**config.mk**
```make
export PLATFORM = sky130hd
export DESIGN_NAME = updown_mod_counter_flat
export DESIGN_NICKNAME = d
export VERILOG_FILES = /design/src/rtl/updown_mod_counter_if.sv /design/src/rtl/updown_mod_counter.sv /design/src/flat_wrapper.sv
export SDC_FILE = /design/constraint.sdc
export NUM_CORES = 1
export LEC_CHECK = 0
export ABC_CLOCK_PERIOD_IN_PS = 2290
export CAP_MARGIN = 25
export CORE_AREA = 3 3 40 42
export DETAILED_ROUTE_END_ITERATION = 10
export DIE_AREA = 0 0 43 45
export PLACE_DENSITY = 0.56
export SLEW_MARGIN = 20
export SYNTH_ARGS = -nofsm -noshare
export SYNTH_HDL_FRONTEND = slang
export SYNTH_SLANG_ARGS = --single-unit
export TNS_END_PERCENT = 50
```
**constraint.sdc**
```tcl
create_clock -name clk -period 2.29 [get_ports clk]
set_input_delay 0.229 -clock clk [delete_from_list [all_inputs] [get_ports clk]]
set_output_delay 0.229 -clock clk [all_outputs]
set_load 0.1 [all_outputs]
```
**src/rtl/updown_mod_counter_if.sv**
```systemverilog
// Control/status bundle for updown_mod_counter: count controls in, count state out.
interface updown_mod_counter_if #(
  parameter int unsigned WIDTH = 4
);
  logic             en;
  logic             up;
  logic             load;
  logic [WIDTH-1:0] din;
  logic [WIDTH-1:0] count;
  logic             carry;
  logic             at_max;
  logic             at_min;

  modport master (
    output en, up, load, din,
    input  count, carry, at_max, at_min
  );

  modport slave (
    input  en, up, load, din,
    output count, carry, at_max, at_min
  );
endinterface

```
**src/rtl/updown_mod_counter.sv**
```systemverilog
// Up/down modulo counter with synchronous clamped load, wrap or saturate at the
// bounds, and a registered one-cycle boundary pulse for cascading.
module updown_mod_counter #(
  parameter int unsigned WIDTH    = 4,
  parameter int unsigned MODULUS  = 16,
  parameter bit          SATURATE = 1'b0
) (
  input  logic                 clk,
  input  logic                 reset,
  updown_mod_counter_if.slave  bus
);

  localparam logic [WIDTH-1:0] MAX_VAL = WIDTH'(MODULUS - 1);

  logic [WIDTH-1:0] r_count;
  logic             r_carry;
  logic [WIDTH-1:0] w_count_nxt;
  logic             w_carry_nxt;
  logic [WIDTH-1:0] w_cur;
  logic [WIDTH-1:0] w_din_clamped;

  // Any stored value beyond the range steps as if it were the top bound.
  assign w_cur         = (r_count > MAX_VAL) ? MAX_VAL : r_count;
  assign w_din_clamped = (bus.din > MAX_VAL) ? MAX_VAL : bus.din;

  always_comb begin
    w_count_nxt = r_count;
    w_carry_nxt = 1'b0;
    if (bus.load) begin
      w_count_nxt = w_din_clamped;
    end else if (bus.en) begin
      if (bus.up) begin
        if (w_cur == MAX_VAL) begin
          w_count_nxt = SATURATE ? MAX_VAL : '0;
          w_carry_nxt = 1'b1;
        end else begin
          w_count_nxt = w_cur + WIDTH'(1);
        end
      end else begin
        if (w_cur == '0) begin
          w_count_nxt = SATURATE ? '0 : MAX_VAL;
          w_carry_nxt = 1'b1;
        end else begin
          w_count_nxt = w_cur - WIDTH'(1);
        end
      end
    end
  end

  always_ff @(posedge clk or negedge reset) begin
    if (!reset) begin
      r_count <= '0;
      r_carry <= 1'b0;
    end else begin
      r_count <= w_count_nxt;
      r_carry <= w_carry_nxt;
    end
  end

  assign bus.count  = r_count;
  assign bus.carry  = r_carry;
  assign bus.at_max = (r_count == MAX_VAL);
  assign bus.at_min = (r_count == '0);

endmodule

```
**src/flat_wrapper.sv**
```systemverilog
// flat-port wrapper written by rule: the top's interface ports become plain ports
module updown_mod_counter_flat 
#(
  parameter int unsigned WIDTH    = 4,
  parameter int unsigned MODULUS  = 16,
  parameter bit          SATURATE = 1'b0
)
  (clk, reset, bus_en, bus_up, bus_load, bus_din, bus_count, bus_carry, bus_at_max, bus_at_min);
  updown_mod_counter_if #(.WIDTH(WIDTH)) bus_i ();
  input  logic clk;
  input  logic reset;
  input wire logic [$bits(bus_i.en)-1:0] bus_en;
  input wire logic [$bits(bus_i.up)-1:0] bus_up;
  input wire logic [$bits(bus_i.load)-1:0] bus_load;
  input wire logic [$bits(bus_i.din)-1:0] bus_din;
  output wire logic [$bits(bus_i.count)-1:0] bus_count;
  output wire logic [$bits(bus_i.carry)-1:0] bus_carry;
  output wire logic [$bits(bus_i.at_max)-1:0] bus_at_max;
  output wire logic [$bits(bus_i.at_min)-1:0] bus_at_min;
  assign bus_i.en = bus_en;
  assign bus_i.up = bus_up;
  assign bus_i.load = bus_load;
  assign bus_i.din = bus_din;
  assign bus_count = bus_i.count;
  assign bus_carry = bus_i.carry;
  assign bus_at_max = bus_i.at_max;
  assign bus_at_min = bus_i.at_min;
  updown_mod_counter #(.WIDTH(WIDTH), .MODULUS(MODULUS), .SATURATE(SATURATE)) u_core (.clk(clk), .reset(reset), .bus(bus_i));
endmodule
```
# [After elaboration in Yosys (flattened, before gate mapping)]
# Index checks and enable logic that the tools add are counted.
[word_totals] reg_bits=5 in_bits=9 output_inout_bits=7 elab_cells=23
[op_classes] addsub=2 magnitude_cmp=2 eq_ne=2 mux=12 reduce_logical=3
[op_table] cell="4-bit 2-to-1 mux" count=7
[op_table] cell="4-bit == test, second input constant" count=2
[op_table] cell="4-bit > comparator, second input constant" count=2
[op_table] cell="4-bit logical NOT" count=2
[op_table] cell="1-bit 2-to-1 mux" count=5
[op_table] cell="4-bit by 1-bit adder with 4-bit output, second input constant" count=1
[op_table] cell="4-bit by 1-bit subtractor with 4-bit output, second input constant" count=1
[op_table] cell="2-bit nonzero test" count=1

# [Logic depth before layout (Yosys ltp)]
[depth] ltp_word=7 depth_mapped=6

# [Worst setup path before layout]
# No wires, ideal clock.
[synth_timing] kind="reg-to-output" start="register u_core.r_count[0], in the netlist u_core.bus.count[0]" end="output port bus_at_min" t_arrival_ns=3.346 setup_slack_ns=-1.285 stages_incl_launch_ff=4 n_path_buf=0 cell_sequence="dfrtp_1 > inv_1 > ha_1 > nor3b_1"
[synth_between] elab_chain_cells=1
[synth_lines] item="start, declared" line_no="updown_mod_counter.sv:15" rtl="logic [WIDTH-1:0] r_count;"
[synth_lines] item="start signal, assigned" line_no="updown_mod_counter.sv:55" rtl="r_count <= w_count_nxt;"
[synth_lines] item="4-bit logical NOT" line_no="updown_mod_counter.sv:63" rtl="assign bus.at_min = (r_count == '0);"
[synth_lines] item="end, declared" line_no="flat_wrapper.sv:19" rtl="output wire logic [$bits(bus_i.at_min)-1:0] bus_at_min;"
# Every way passes these cells.

# [Worst setup path after layout]
# Same ends and word-level chain as after synthesis.

==> summary.md <==
| Metric | Value |
|---|---|
| Number of flip-flops and latches in the synthesized netlist | `5` |
| Share of the cycle needed by the critical path after routing | `0.743` |
| Final number of max-transition violations | `0` |
| Arrival time of the worst setup path | `1470 ps` |
| R2R cell count | `6` |
| DRT iter0 DRCs | `2` |
| FILL cells | `133` |
| Final setup skew | `0.404 ps` |
| Core footprint | `0.00128 mm²` |
| Maximum achievable frequency | `587 MHz` |
| Vias after detailed routing | `356` |
| Average instance area after synthesis | `9.03 µm²` |
| Post-DP HPWL | `649 µm` |
| Number of placed instances with taps included | `71` |
| Distinct cell type count after synthesis | `21` |
| Total routing resource utilization after global routing | `0.0997` |
| Number of sinks handled by clock tree synthesis | `5` |
| Antenna Violating Nets Remaining | `0` |
| Most common library cell in the layout ignoring fill and taps | `clkdlybuf4s50_1` |
| Mapped cell area | `379 µm²` |
| Number of nets at the end of the flow | `72` |
| Total count of hold-check failures in the final report | `0` |
| Final Instance Count excl. Fillers | `75` |
| Power per cell area | `806 mW/mm²` |
| Synth Instances | `42` |
| Ratio of routed vias to standard cells | `4.75` |
| Number of antenna violations at the first check in global routing | `0` |
| Final routed wirelength across all metal layers | `867 µm` |
| Maximum count of clock buffers along a single path | `2` |
| Share of post-route cells with drive strength above 1 | `0.267` |
| Area of all placed cells without fillers | `561 µm²` |
| Ports | `16` |
| Port Buffers | `15` |
| Post-CTS Setup Bufs | `0` |
| TritonCTS clock tree | `built` |
| Number of CTS-inserted buffers | `3` |
| WP data required | `2060 ps` |
| Post-layout total power | `0.452 mW` |
| R2R Setup Slk | `630 ps` |
| VDD IR max | `0.404 mV` |
| Insertion delay of the later-clocked pin in the worst-skew pair | `230 ps` |
| Global-route wire length before repair | `1440 µm` |
| Die outline area | `0.00194 mm²` |
| Effective utilization at floorplan | `0.295` |
| Standard-cell row count | `13` |
| Average wire per standard cell | `11.6 µm` |
| # H-tree levels | `1` |
| Via count of the first global-routing pass | `345` |
| Launch instance of the worst register-to-register path | `u_core.bus.count[0]` |
| Worst min-delay path class | `in -> async` |
| Final routed DRC violation total | `0` |
| Area delta synth->final | `47.9%` |
| Critical register-to-register path endpoint | `u_core.bus.count[3]` |
| DR pass1 iterations | `2` |
| Total number of yosys warnings | `0` |
| Worst max-slew margin expressed relative to the limit | `0.787` |
| Height of the die | `45 µm` |
| Leakage component of the power | `0.250 nW` |
| Minimum clock period after layout | `1700 ps` |
| Worst Setup EP | `bus_at_min` |
| Final number of setup-violating endpoints | `0` |
| CP max FO | `6` |
| Max-cap violations | `0` |
| Width of the die | `43 µm` |
| Worst slew pin tran | `320 ps` |
| Nets in the synthesized netlist | `53` |
| Clock-pin slew on the worst setup and hold paths | `40 ps` |
| Leading cell types in the layout, fill and taps excluded | `clkdlybuf4s50_1, buf_4, nand2_1, dfrtp_1, o21ai_0` |
| Clock tree root driver cell | `clkbuf_4` |
| Total of cells resized after clock tree synthesis | `0` |
| Element type at the critical path start | `flip-flop` |
| Remaining global-route overflow | `0` |
| Setup CP Type | `reg -> out` |
| Result of the run | `finished, final reports clean` |
| Placement Cell Area | `534 µm²` |
| Critical path capture point type | `output port` |
| Launch point of the critical path | `u_core.bus.count[0]` |
| Sequential fraction of the synthesis area | `0.330` |
| Setup repair after global routing missed its margin | `false` |
| Pin count of the biggest net entering global routing | `10` |
| Total of hold buffers inserted after clock tree synthesis | `0` |
| Count of inserted antenna diode cells | `0` |
| Routability congestion estimate from global placement | `0.707` |
[cell usage after synthesis]
cell	instances	share of area
xnor2_1	3	0.069
nor3b_1	2	0.040
a21oi_1	3	0.040
nor2b_1	1	0.017
nor2_1	1	0.0099
mux2i_1	1	0.026
o21ai_0	4	0.053
a211o_2	1	0.026
nor3_1	1	0.013
dfrtp_1	5	0.33
ha_1	2	0.066
inv_1	3	0.030
buf_4	1	0.020
nand4_1	1	0.017
or4b_4	1	0.036
a31oi_1	1	0.017
mux2_2	3	0.089
nand2b_1	1	0.017
and3_1	1	0.017
or4_1	1	0.020
nand2_1	5	0.050
[worst min path at each step]
stage | startpoint | end | cells after the start | slack (ps)
after detailed placement | reset | u_core.bus.count[3] | 1 | 480
final | reset | u_core.bus.count[3] | 1 | 220
after floorplan | reset | u_core.bus.carry | 0 | -70
after global routing | reset | u_core.bus.count[3] | 1 | 220
after global placement | reset | u_core.bus.count[3] | 1 | 480
after CTS | reset | u_core.bus.count[3] | 1 | 220
[critical path: stages, from the launching register on]
cell and delay (ps):
dfrtp_1 440, inv_1 110, ha_1 200, nor3b_4 180, buf_4 310
[per-layer routing]
layer	part of all wire	routed length, µm	track usage
met1	0.48	414	0.125
met2	0.43	374	0.150
met3	0.089	77	0.0359
met4	0	0	0.0542
met5	0	0	0
[flip-flops by register name, indices dropped and copies added, names as in the netlist]
| signal | cells |
|---|---|
| u_core.bus.carry | 1 |
| u_core.bus.count | 4 |
[area by class of cell]
type                            count  area [µm²]  area share
Inverter                            3        11.3      0.0201
Multi-Input combinational cell     33         246       0.440
Clock buffer                        4        26.3      0.0469
Timing Repair Buffer               15         133       0.237
Sequential cell                     5         125       0.223
Tap cell                           15        18.8      0.0335
[report_power, final]
group	internal [mW]	leakage, nW	switching, mW	total [mW]
combinational	0.0729	0.173	0.152	0.225
clock	0.0657	0.0150	0.0338	0.0996
sequential	0.100	0.0616	0.0267	0.127
[logic make-up (layout without fill, tap and decap cells)]
group / Yosys count / in the layout / share of synthesized area
adder cells (fa/ha/maj): 2 / 2 / 0.0660
AND/OR/NAND/NOR: 15 / 15 / 0.234
multiplexers: 4 / 4 / 0.116
XOR/XNOR: 3 / 3 / 0.0693
flip-flops: 5 / 5 / 0.330
buffers and inverters: 4 / 22 / 0.0495
AO/OA/AOI/OAI: 9 / 9 / 0.135
[per-stage QoR]
stage               TNS (ps)  setup WS [ps]  utilization  hold WS (ps)
detailed placement         0            487        0.416           476
CTS                        0            581        0.436           217
floorplan              -36.3          -36.3            -         -66.6
global placement           0            524        0.416           475
global route               0            527        0.436           215
finish                     0            588        0.436           217
No activity file was read; power rests on OpenSTA's default activity.
